### config.mk
export PLATFORM = sky130hd
export DESIGN_NAME = seq_booth_multiplier
export DESIGN_NICKNAME = d
export VERILOG_FILES = /design/src/rtl/seq_booth_multiplier.sv
export SDC_FILE = /design/constraint.sdc
export NUM_CORES = 1
export LEC_CHECK = 0
export BUFFER_PORTS_ARGS = -buffer_cell sky130_fd_sc_hd__buf_2
export CORE_AREA = 3 3 151 109
export DETAILED_ROUTE_END_ITERATION = 10
export DIE_AREA = 0 0 154 112
export MAX_ROUTING_LAYER = met4
export PLACE_DENSITY = 0.72
export SLEW_MARGIN = 5
export SYNTH_ARGS = -nofsm -noshare
export SYNTH_HDL_FRONTEND = slang
export SYNTH_SLANG_ARGS = --single-unit
### constraint.sdc
create_clock -name clock -period 3.5 [get_ports clock]
set_input_delay 0.175 -clock clock [delete_from_list [all_inputs] [get_ports clock]]
set_output_delay 0.175 -clock clock [all_outputs]
set_load 0.05 [all_outputs]
### src/rtl/seq_booth_multiplier.sv
// Sequential radix-2 Booth multiplier: one Booth step per clock on a 65-bit
// product register, low 32 bits of the signed product plus an overflow flag.
module seq_booth_multiplier (
  input  logic        clock,
  input  logic        reset,
  input  logic [31:0] data_operandA,
  input  logic [31:0] data_operandB,
  input  logic        ctrl_MULT,
  output logic [31:0] data_result,
  output logic        data_exception,
  output logic        data_resultRDY
);

  typedef enum logic [1:0] {IDLE, RUN, DONE} state_t;

  state_t      state_reg, state_next;
  logic [4:0]  count_reg, count_next;
  logic [31:0] mcand_reg, mcand_next;
  logic [64:0] prod_reg, prod_next;
  logic [31:0] result_reg, result_next;
  logic        exc_reg, exc_next;
  logic        rdy_reg, rdy_next;

  logic [32:0] hi_ext;
  logic [32:0] addend;
  logic        cin;
  logic [32:0] sum;
  logic [64:0] step_prod;

  // Sign-extending to 33 bits keeps the true sign of the sum, which becomes
  // the shift-in bit; this is what makes a 0x80000000 multiplicand safe.
  always_comb begin
    hi_ext = {prod_reg[64], prod_reg[64:33]};
    addend = '0;
    cin    = 1'b0;
    case (prod_reg[1:0])
      2'b01: addend = {mcand_reg[31], mcand_reg};
      2'b10: begin
        addend = ~{mcand_reg[31], mcand_reg};
        cin    = 1'b1;
      end
      default: addend = '0;
    endcase
    sum       = hi_ext + addend + {32'b0, cin};
    step_prod = {sum[32], sum[31:0], prod_reg[32:1]};
  end

  always_comb begin
    state_next  = state_reg;
    count_next  = count_reg;
    mcand_next  = mcand_reg;
    prod_next   = prod_reg;
    result_next = result_reg;
    exc_next    = exc_reg;
    rdy_next    = 1'b0;
    if (ctrl_MULT) begin
      // A start in any state restarts; an operation in flight is dropped.
      mcand_next = data_operandA;
      prod_next  = {32'b0, data_operandB, 1'b0};
      count_next = 5'd0;
      state_next = RUN;
    end else begin
      case (state_reg)
        RUN: begin
          prod_next  = step_prod;
          count_next = count_reg + 5'd1;
          if (count_reg == 5'd31) begin
            state_next  = DONE;
            rdy_next    = 1'b1;
            result_next = step_prod[32:1];
            exc_next    = (step_prod[64:33] != {32{step_prod[32]}});
          end
        end
        DONE:    state_next = IDLE;
        default: state_next = IDLE;
      endcase
    end
  end

  always_ff @(posedge clock) begin
    if (reset) begin
      state_reg  <= IDLE;
      count_reg  <= 5'd0;
      mcand_reg  <= 32'd0;
      prod_reg   <= 65'd0;
      result_reg <= 32'd0;
      exc_reg    <= 1'b0;
      rdy_reg    <= 1'b0;
    end else begin
      state_reg  <= state_next;
      count_reg  <= count_next;
      mcand_reg  <= mcand_next;
      prod_reg   <= prod_next;
      result_reg <= result_next;
      exc_reg    <= exc_next;
      rdy_reg    <= rdy_next;
    end
  end

  assign data_result    = result_reg;
  assign data_exception = exc_reg;
  assign data_resultRDY = rdy_reg;

endmodule

==> results of run 1 <==
## layout by cell type (no fill, tap or decap), types with 6 or more instances in the layout
cell type,netlist,routed
a211oi_1,10,8
a211oi_2,6,7
a21o_1,10,10
a21oi_1,154,149
a21oi_2,2,7
buf_2,1,98
buf_4,0,94
buf_6,0,6
clkbuf_16,0,17
dfxtp_1,138,136
dlygate4sd3_1,0,44
ha_1,33,31
inv_1,8,7
mux2i_1,33,33
nand2_1,233,230
nand3_1,9,9
nand4_1,7,7
nor2_1,112,109
nor3_1,12,9
o21ai_0,46,38
o21ai_1,5,10
o21ai_2,4,7
xnor2_1,15,13
xor2_1,13,12
## layout make-up
class	count	area [µm²]	share of cell area, %
clock inverters	13	120	1.20
clock buffers	18	429	4.28
well taps	200	250	2.50
inverters	8	30.0	0.300
multi-input cells	787	4700	46.9
flip-flops and latches	138	2770	27.6
repair buffers	243	1720	17.2
## logic make-up after synthesis
family | after synthesis
AOI/OAI and AO/OA | 275
muxes | 34
adders and majority gates | 35
buffers and inverters | 70
and+or+nand+nor | 415
DFF | 138
xor gates and xnor gates | 28
## power breakdown
part / internal [mW] / leakage, nW / total (mW) / switching, mW
Combinational: 0.257 / 2.86 / 0.557 / 0.300
Sequential: 1.62 / 1.13 / 1.66 / 0.0408
Clock: 0.981 / 0.269 / 1.70 / 0.724
## per-layer routing
metal	share of wire, %	wire length [µm]
met1	50	10600
met5	0	0
met4	1.4	290
met2	43	9100
met3	6.1	1310
## synthesized netlist by cell type, types with 6 or more instances
| cell | count |
|---|---|
| dfxtp_1 | 138 |
| nand3_1 | 9 |
| mux2i_1 | 33 |
| inv_1 | 8 |
| o21ai_0 | 46 |
| xor2_1 | 13 |
| a211oi_1 | 10 |
| nor2_1 | 112 |
| a31oi_1 | 6 |
| nand4_1 | 7 |
| clkbuf_1 | 54 |
| nor3_1 | 12 |
| a21o_1 | 10 |
| nand2_1 | 233 |
| a21oi_1 | 154 |
| a211oi_2 | 6 |
| xnor2_1 | 15 |
| ha_1 | 33 |
| buf_1 | 7 |
| nand2b_1 | 7 |
## final timing paths
| check | startpoint | to | slack (ns) | depth (start not counted) |
|---|---|---|---|---|
| max reg2reg | prod_reg[0] | data_exception | -0.15 | 18 |
| min | data_operandB[12] | prod_reg[13] | 0.005 | 3 |
| max | prod_reg[0] | data_exception | -0.15 | 18 |
| min reg2reg | data_result[9] | data_result[9] | 0.45 | 2 |
## critical path: cells and delay by family (launching register included)
family,cells,cell delay (ns)
DFF,1,0.34
adders and majority gates,2,0.62
xor gates and xnor gates,1,0.17
AOI/OAI and AO/OA,8,1.54
buffers and inverters,3,0.33
and+or+nand+nor,4,0.47
## stage by stage
stage	setup slack (ns)	setup TNS, ns	cells	hold WS, ns
final	-0.155	-0.177	1407	0.00478
after floorplan	-0.0615	-0.0615	995	0.319
after global routing	-0.370	-0.611	1407	0.0136
after detailed placement	-0.222	-0.229	1315	0.413
after global placement	-0.156	-0.156	1315	0.405
after CTS	-0.108	-0.161	1396	0.00000711
## timing repair
| item | CTS | global route |
|---|---|---|
| gates resized for setup | 12 | 43 |
| hold buffers | 44 | 0 |
| endpoints found under the setup margin | 2 | 5 |
| hold endpoints to repair | 44 | 0 |
| setup buffers | 6 | 11 |
| pin swaps | 12 | 20 |
==> impl_metrics.py, run 1 <==
metrics = {
    "global_routing": {
        "grt_pass1_vias": 7103,
        "grt_pass1_wl_um": 35100,
        "grt_max_degree": 101,
        "use_met3_pct": 4.62,
        "gr-usage-all-layers_pct": 25.1,
        "grt.overflow.total": 0,
        "grt.met1_usage_pct": 36.8,
        "antenna_found_initial": 0,
        "busiest_layer": "met1",
        "grt_use_met2_pct": 35.9,
    },
    "detailed_routing": {
        "via_per_inst": 5.41,
        "drc_errors": 0,
        "drt-initial-drc-count": 667,
        "drt_pass1_iterations": 5,
        "vias": 7618,
        "final_antenna_net_count": 0,
        "routed_wl_um": 21300,
        "wl_per_cell_um": 15.1,
    },
    "final_layout": {
        "fillers": 1297,
        "nets": 1297,
        "antenna_cells": 0,
        "area_growth_pct": 33.8,
        "largest_register_ffs": 65,
        "drive_gt1_share_pct": 24.8,
        "fin_util_pct": 65.7,
        "final_area_um2": 10000,
    },
    "setup_path": {
        "cp_max_fo": 3,
        "worstSetupPathType": "register to register",
        "start_kind": "register",
        "critPathMaxStageDelay_ns": 0.39,
        "path_cells": "nand2b_4 -> nor2_2 -> a21oi_2 -> fa_2 -> inv_2 -> fa_2 -> a211oi_2 -> o21ai_4 -> buf_6 -> a211oi_4 -> o32ai_4 -> a31oi_1 -> xor2_1 -> buf_4 -> nand2_1 -> nor4_2 -> o221a_1 -> a211oi_2",
        "critPathArrivalTime_ns": 3.91,
        "cp.required_ns": 3.75,
        "cpMaxStageDelayCell": "fa_2",
        "end_kind": "register",
    },
    "floorplan": {
        "start_util_pct": 49.1,
        "fp.coreArea_um2": 15300,
        "die_w_um": 154,
        "ios": 101,
        "die-area_um2": 17200,
        "rows": 38,
        "fp.dieH_um": 112,
    },
    "logic_synthesis": {
        "synth-compound-area-share_pct": 22.4,
        "synthArstFlopShare_pct": 0,
        "ys_types": 64,
        "synthMuxAreaShare_pct": 4.56,
        "ys.flop_type": "dfxtp_1",
        "synth_edf_count": 0,
        "synth_area_leader_cell": "dfxtp_1",
        "synthesis.nets": 1097,
        "synth_top_cell_area_share_pct": 36.9,
        "synthesis.area_um2": 7490,
        "synth_area_leaders": "dfxtp_1, nand2_1, a21oi_1, nor2_1, ha_1",
        "yosysSeqAreaShare_pct": 36.9,
        "netlist_instances": 995,
        "synth-xor-area-share_pct": 3.27,
        "synth_simple_gate_area_share_pct": 23.3,
        "synth_top_family_by_area": "simple AND/OR/NAND/NOR gates",
        "synth_fa_ha_area_share_pct": 6.05,
        "yosys_warnings": 0,
        "synth_area_per_cell_um2": 7.53,
        "synth-seq-cells": 138,
    },
    "status": {
        "status": "complete, but fails checks",
        "violations": "setup timing",
    },
    "sta": {
        "finalMaxSlewViolations": 0,
        "setup_ws_ns": -0.155,
        "relSlewSlack_pct": 28.3,
        "rsz0062_at_grt": "true",
        "final.setup_skew_ns": 0.0160,
        "fmax_ghz": 0.274,
        "hold_viol_final": 0,
        "min_period_ns": 3.65,
        "period_share_pct": 104,
        "setup_viol": 2,
        "worstMarginPinSlew_ns": 1.08,
    },
    "clock_tree": {
        "cts.sinks": 138,
        "numCtsBuffers": 17,
        "clock-root-buffer": "clkbuf_16",
        "clk_pin_slew_worst_paths_ns": 0.06,
        "cts_tree": "yes",
        "clk_latency_ns": 0.42,
        "htreeDepth": 4,
        "max-clock-path-buffers": 2,
    },
    "placed_design": {
        "numPortBuffers": 100,
        "post-dp-hpwl_um": 14000,
        "place.gp.congestion": 0.952,
        "post_dp_cell_area_um2": 8670,
    },
    "power": {
        "fin_total_pwr_mw": 3.93,
        "powerDensity_nw_per_um2": 392,
        "leakage_nw": 4.26,
        "irDropWorstVdd_uv": 307,
    },
    "worst_hold_path": {
        "min_path_type": "primary input to register",
    },
    "run": {
        "cap_violations": 0,
    },
}
Power figures use the tool's default switching activity.
==> run 2, diff against run 1 <==
Settings changed: ABC_AREA set to 1, CORE_AREA 3 3 151 109 to 3 3 162 116, DIE_AREA 0 0 154 112 to 0 0 165 119.
==> run 2 against run 1 <==
- the flow finishes with violations (hold timing)
- via count increased by 24%
- non-clock buffer count shrank 86
- combinational power increased by 24%
- cell area up 4.2%
- synthesized area grew 15%
- flip-flop and latch count unchanged
- sequential power hardly changed
- clock skew hardly changed
==> impl_metrics.py, run 2 <==
metrics = {
    "detailed_routing": {
        "routed_wl_um": 27800,
        "vias": 9441,
        "drc_errors": 0,
        "drt-initial-drc-count": 962,
        "via_per_inst": 5.22,
        "drt_pass1_iterations": 6,
        "final_antenna_net_count": 0,
        "wl_per_cell_um": 15.4,
    },
    "power": {
        "pwr-share-seq_pct": 39.0,
        "leakage_nw": 5.54,
        "powerDensity_nw_per_um2": 412,
        "fin_total_pwr_mw": 4.30,
        "combPwrFrac_pct": 16.1,
        "irDropWorstVdd_uv": 284,
        "switching_share_pct": 30.9,
        "netSwitchingPower_mw": 1.33,
        "internal_power_mw": 2.98,
        "p_clk_share_pct": 44.9,
    },
    "setup_path": {
        "worstSetupPathType": "register to register",
        "start_kind": "register",
        "rr_startpoint": "prod_reg[0]",
        "path_buf_inv": 4,
        "worstReg2RegEnd": "data_exception",
        "cpMostUsedCell": "nand2_1",
        "critPathTopFamily": "simple AND/OR/NAND/NOR gates",
        "path_cells": "inv_1 -> nor2_4 -> buf_4 -> clkbuf_16 -> nand2_1 -> o21ai_1 -> ha_1 -> nand3_1 -> nand2_1 -> nand2_1 -> nand2_1 -> nand2_1 -> nand2_1 -> xor2_1 -> inv_1 -> nand2_1 -> nand2_1 -> nor2_4 -> nand2_1 -> nor2_1 -> nor2_1",
        "critPathMaxStageDelay_ns": 0.32,
        "worstRegToRegCells": 21,
        "critPathCapture": "data_exception",
        "end_kind": "register",
        "critPathArrivalTime_ns": 3.64,
        "rrSetupSlack_ns": 0.20,
        "crit_start": "prod_reg[0]",
        "cp_max_fo": 16,
        "cpMaxStageDelayCell": "ha_1",
        "cp.required_ns": 3.83,
        "cp.depth": 21,
    },
    "final_layout": {
        "nets": 1667,
        "final_area_um2": 10400,
        "antenna_cells": 0,
        "fin_util_pct": 60.5,
        "final_cell_mix": "nand2_1, inv_1, nor2_1",
        "largest_register_ffs": 65,
        "area_growth_pct": 21.1,
        "final_common_cell": "nand2_1",
        "fillers": 1696,
        "drive_gt1_share_pct": 12.4,
        "instances_no_fill": 1809,
    },
    "logic_synthesis": {
        "synthMuxAreaShare_pct": 0,
        "synth_area_leader_cell": "dfxtp_1",
        "synth-compound-area-share_pct": 14.6,
        "synth_common_cells": "nand2_1, inv_1, nor2_1",
        "synth-xor-area-share_pct": 0.203,
        "synth_area_per_cell_um2": 5.99,
        "netlist_instances": 1441,
        "synth_edf_count": 0,
        "synthArstFlopShare_pct": 0,
        "synth-seq-cells": 138,
        "ys.flop_type": "dfxtp_1",
        "synth_top_cell_area_share_pct": 32.0,
        "synth_simple_gate_area_share_pct": 35.0,
        "synth_area_leaders": "dfxtp_1, nand2_1, inv_1, o21ai_0, nor2_1",
        "synthesis.nets": 1543,
        "ys_types": 31,
        "yosysSeqAreaShare_pct": 32.0,
        "synth_top_family_by_area": "simple AND/OR/NAND/NOR gates",
        "yosysMostFrequentCell": "nand2_1",
        "yosys_warnings": 0,
        "synthesis.area_um2": 8630,
        "synth_fa_ha_area_share_pct": 5.25,
    },
    "placed_design": {
        "post_dp_cell_area_um2": 9380,
        "post-dp-hpwl_um": 20200,
        "dp_cells": 1740,
        "dpl_worst_slack_ns": -0.116,
        "place.gp.congestion": 1.04,
        "numPortBuffers": 100,
    },
    "floorplan": {
        "fp.dieH_um": 119,
        "start_util_pct": 50.0,
        "die-area_um2": 19600,
        "rows": 40,
        "fp.coreArea_um2": 17300,
        "die_w_um": 165,
        "ios": 101,
    },
    "sta": {
        "tns_ns": 0,
        "finalMaxSlewViolations": 0,
        "min_period_ns": 3.30,
        "whs_ns": -0.00333,
        "relSlewSlack_pct": 21.3,
        "final.setup_skew_ns": 0.0157,
        "period_share_pct": 94.4,
        "hold_viol_final": 1,
        "worstMarginPinSlew_ns": 1.18,
        "setup_ws_ns": 0.197,
        "setup_viol": 0,
        "fmax_ghz": 0.303,
    },
    "global_routing": {
        "grt.overflow.total": 0,
        "grt_max_degree": 68,
        "grt_pass1_vias": 8562,
        "antenna_found_initial": 0,
        "grt_use_met2_pct": 37.4,
        "grt_pass1_wl_um": 44500,
        "grt.met1_usage_pct": 46.3,
        "busiest_layer": "met1",
        "use_met3_pct": 5.98,
        "gr-usage-all-layers_pct": 29.3,
    },
    "clock_tree": {
        "max-clock-path-buffers": 2,
        "numCtsBuffers": 17,
        "htreeDepth": 4,
        "cts_tree": "yes",
        "clk_latency_ns": 0.44,
        "clock-root-buffer": "clkbuf_16",
        "cts.sinks": 138,
        "clk_pin_slew_worst_paths_ns": 0.07,
    },
    "status": {
        "violations": "hold timing",
        "status": "complete, but fails checks",
    },
    "worst_hold_path": {
        "min_path_type": "primary input to register",
    },
    "run": {
        "cap_violations": 0,
    },
}
==> run 2: changes by cell type after synthesis, sizes merged, moves of 11 or more <==
cell / change
mux2i: -33
xor2: -11
xnor2: -15
o211ai: +15
a21oi: -129
nand2: +175
a22oi: +12
nand3: +108
a211oi: -15
inv: +231
o21ai: +110
nor2: +83
==> run 2: cells by family (layout without fill, tap and decap cells) <==
kind of cell               count (synthesis)  count (layout)
DFF                                      138             138
buffers and inverters                    294             431
adders and majority gates                 35              35
xor gates and xnor gates                   2               2
and+or+nand+nor                          740             740
AOI/OAI and AO/OA                        232             232
==> run 2: layer usage <==
| metal | vias to the layer above | part of all wire, % |
|---|---|---|
| met1 | 4264 | 51 |
| met4 | 0 | 1.4 |
| met5 | - | 0 |
| met3 | 39 | 8.7 |
| li1 | 4781 | - |
| met2 | 357 | 38 |
==> run 2: timing repair <==
action / in CTS / in global routing
resized for setup: 2 / 18
hold buffers: 32 / 0
buffers inserted: 0 / 4
setup endpoints to repair: 1 / 2
pin swaps: 0 / 3
cloned: 0 / 1
hold endpoints to repair: 34 / 0
==> run 2: power groups by stage <==
stage                     registers (mW)  logic [mW]  clock network, mW
after CTS                           1.67       0.664               1.95
after detailed placement            1.71       0.631                  0
after global routing                1.68       0.780               2.01
after floorplan                     1.70       0.438                  0
final                               1.68       0.692               1.93
after global placement              1.71       0.625                  0
==> run 2: worst min-delay path by stage <==
stage,startpoint,endpoint,cells after the start
3_3_place_gp,data_operandA[7],mcand_reg[7],3
3_5_place_dp,data_operandA[10],mcand_reg[10],3
2_1_floorplan,reset,data_resultRDY,1
6_report,data_operandA[30],mcand_reg[30],3
4_1_cts,data_operandA[30],mcand_reg[30],3
5_1_grt,data_operandA[30],mcand_reg[30],3
==> run 2: final cells by class <==
class / count / area [µm²] / share of cell area (%)
Multi-Input combinational cell: 1009 / 4810 / 46.1
Sequential cell: 138 / 2760 / 26.5
Timing Repair Buffer: 157 / 1050 / 10.1
Inverter: 242 / 908 / 8.69
Clock buffer: 17 / 425 / 4.07
Tap cell: 231 / 289 / 2.77
Clock inverter: 15 / 195 / 1.87
==> run 2: worst register-to-register path: stages, from the launching register on <==
cell	delay (ns)
dfxtp_1	0.30
inv_1	0.16
nor2_4	0.07
buf_4	0.15
clkbuf_16	0.18
nand2_1	0.07
o21ai_1	0.11
ha_1	0.32
nand3_1	0.10
nand2_1	0.20
nand2_1	0.10
nand2_1	0.24
nand2_1	0.09
nand2_1	0.12
xor2_1	0.32
inv_1	0.11
nand2_1	0.12
nand2_1	0.09
nor2_4	0.12
nand2_1	0.07
nor2_1	0.12
nor2_1	0.05
==> run 3, diff against run 2 <==
Settings changed: CORE_AREA 3 3 162 116 to 2 2 161 115, DIE_AREA 0 0 165 119 to 0 0 163 117, SLEW_MARGIN 5 to 0.
==> run 3 against run 2 <==
- the run now ends clean
- combinational power down 1%
- register-to-register slack better by 0.05 ns
- cell area down 0.95%
- via count down 0.76%
- worst setup slack better by 0.054 ns
- critical path type unchanged
- largest cell class unchanged
- highest routed layer unchanged
==> impl_metrics.py, run 3 (synthesis gave the netlist of run 2 again) <==
metrics = {
    "global_routing": {
        "grt_pass1_vias": 8141,
        "gr-usage-all-layers_pct": 30.3,
        "grt_max_degree": 68,
        "grt.overflow.total": 0,
        "grt_pass1_wl_um": 43300,
        "antenna_found_initial": 0,
    },
    "worst_hold_path": {
        "min_path_type": "primary input to register",
    },
    "detailed_routing": {
        "drt_pass1_iterations": 6,
        "drc_errors": 0,
        "via_per_inst": 5.18,
        "drt-initial-drc-count": 966,
        "wl_per_cell_um": 15.4,
        "final_antenna_net_count": 0,
        "routed_wl_um": 27800,
        "vias": 9369,
    },
    "sta": {
        "relSlewSlack_pct": 25.2,
        "hold_viol_final": 0,
        "finalMaxSlewViolations": 0,
        "whs_ns": 0.0431,
        "min_period_ns": 3.25,
        "worstMarginPinSlew_ns": 1.12,
        "rsz0062_at_grt": "true",
        "fmax_ghz": 0.308,
        "period_share_pct": 92.8,
        "final.setup_skew_ns": 0.0207,
        "setup_viol": 0,
    },
    "floorplan": {
        "fp.dieH_um": 117,
        "fp.coreArea_um2": 17700,
        "ios": 101,
        "die_w_um": 163,
        "start_util_pct": 48.8,
        "die-area_um2": 19100,
        "rows": 41,
    },
    "final_layout": {
        "largest_register_ffs": 65,
        "area_growth_pct": 19.9,
        "antenna_cells": 0,
        "instances_no_fill": 1809,
        "fillers": 1754,
        "final_cell_mix": "nand2_1, inv_1, nor2_1",
        "nets": 1662,
        "drive_gt1_share_pct": 11.7,
        "final_common_cell": "nand2_1",
    },
    "clock_tree": {
        "clock-root-buffer": "clkbuf_16",
        "numCtsBuffers": 17,
        "htreeDepth": 4,
        "cts_tree": "yes",
        "max-clock-path-buffers": 2,
        "clk_latency_ns": 0.44,
        "clk_pin_slew_worst_paths_ns": 0.07,
        "cts.sinks": 138,
    },
    "power": {
        "irDropWorstVdd_uv": 259,
        "leakage_nw": 5.49,
        "powerDensity_nw_per_um2": 409,
    },
    "setup_path": {
        "cpMaxStageDelayCell": "dfxtp_1",
        "start_kind": "register",
        "critPathArrivalTime_ns": 3.57,
        "path_cells": "nand2_1 -> buf_12 -> nor2_1 -> a21oi_1 -> fa_1 -> inv_1 -> fa_2 -> nand2_1 -> nand2_1 -> nand3_1 -> nand2_2 -> nand2_1 -> nand2_1 -> nand3_1 -> nand3_1 -> nand2_1 -> nand2_1 -> nand2_1 -> nor2_1 -> nand2_1 -> nor2_1 -> nor2_1",
        "cp_max_fo": 22,
        "cp.required_ns": 3.82,
        "critPathMaxStageDelay_ns": 0.38,
        "cpMostUsedCell": "nand2_1",
        "end_kind": "register",
        "worstSetupPathType": "register to register",
    },
    "placed_design": {
        "place.gp.congestion": 1.04,
        "numPortBuffers": 100,
        "post-dp-hpwl_um": 20500,
        "dp_cells": 1744,
    },
    "status": {
        "status": "finished clean",
    },
    "run": {
        "cap_violations": 0,
    },
}
==> run 3: changes by cell type in the layout (fill, tap and decap cells not counted), sizes merged <==
cell	before	now
buf	124	119
clkinvlp	1	2
clkbuf	18	17
bufinv	2	1
dlygate4sd3	32	33
==> run 3: path summary, 6_finish.rpt <==
path                                        end  slack, ns  cells past startpoint         startpoint
worst max register to register   data_exception       0.25                     22        prod_reg[1]
worst min-delay path               prod_reg[25]       0.04                      5  data_operandB[24]
worst max-delay path             data_exception       0.25                     22        prod_reg[1]
worst min register to register  data_result[30]       0.47                      2    data_result[30]
==> run 3: cell type report <==
type | count | area [µm²] | share of cell area (%)
clock inverters | 15 | 178 | 1.72
inverters | 242 | 908 | 8.78
well taps | 236 | 295 | 2.85
flip-flops and latches | 138 | 2760 | 26.7
multi-input cells | 1009 | 4780 | 46.2
repair buffers | 152 | 998 | 9.65
clock buffers | 17 | 425 | 4.11
==> run 3: critical path, delay by kind of cell (launching register included) <==
family                     cells  cell delay (ns)
DFF                            1             0.38
and+or+nand+nor               17             1.72
buffers and inverters          2             0.31
AOI/OAI and AO/OA              1             0.06
adders and majority gates      2             0.64
==> run 3: through the flow <==
step	setup WS, ns	util [%]	instance area (µm²)	setup TNS (ns)	power, mW
final	0.252	58.5	10300	0	4.23
after global routing	-0.0240	58.5	10300	-0.0240	4.41
after CTS	0.0590	58.4	10300	0	4.24
after detailed placement	0.0846	53.1	9390	0	2.34
after global placement	0.0759	53.1	9390	0	2.34
after floorplan	0.638	-	8630	0	2.13
==> run 3: what timing repair did <==
item                                    in CTS  in global routing
hold endpoints to repair                    33                  0
gates resized for setup                      0                  9
buffers inserted                             0                  0
endpoints found under the setup margin       0                  8
hold buffers                                33                  0
==> run 3: power by group <==
part           switching [mW]  internal (mW)
Sequential             0.0387           1.64
Clock                   0.848           1.02
Combinational           0.443          0.240
Total                    1.33           2.90
==> run 3: layer usage <==
| metal | GRT usage [%] | up-vias | share of wire, % | routed length (µm) |
|---|---|---|---|---|
| li1 | - | 4764 | - | - |
| met1 | 47.1 | 4193 | 51 | 14100 |
| met2 | 39.0 | 387 | 38 | 10600 |
| met3 | 6.59 | 25 | 10 | 2770 |
| met4 | 6.49 | 0 | 0.90 | 250 |
| met5 | - | - | 0 | 0 |
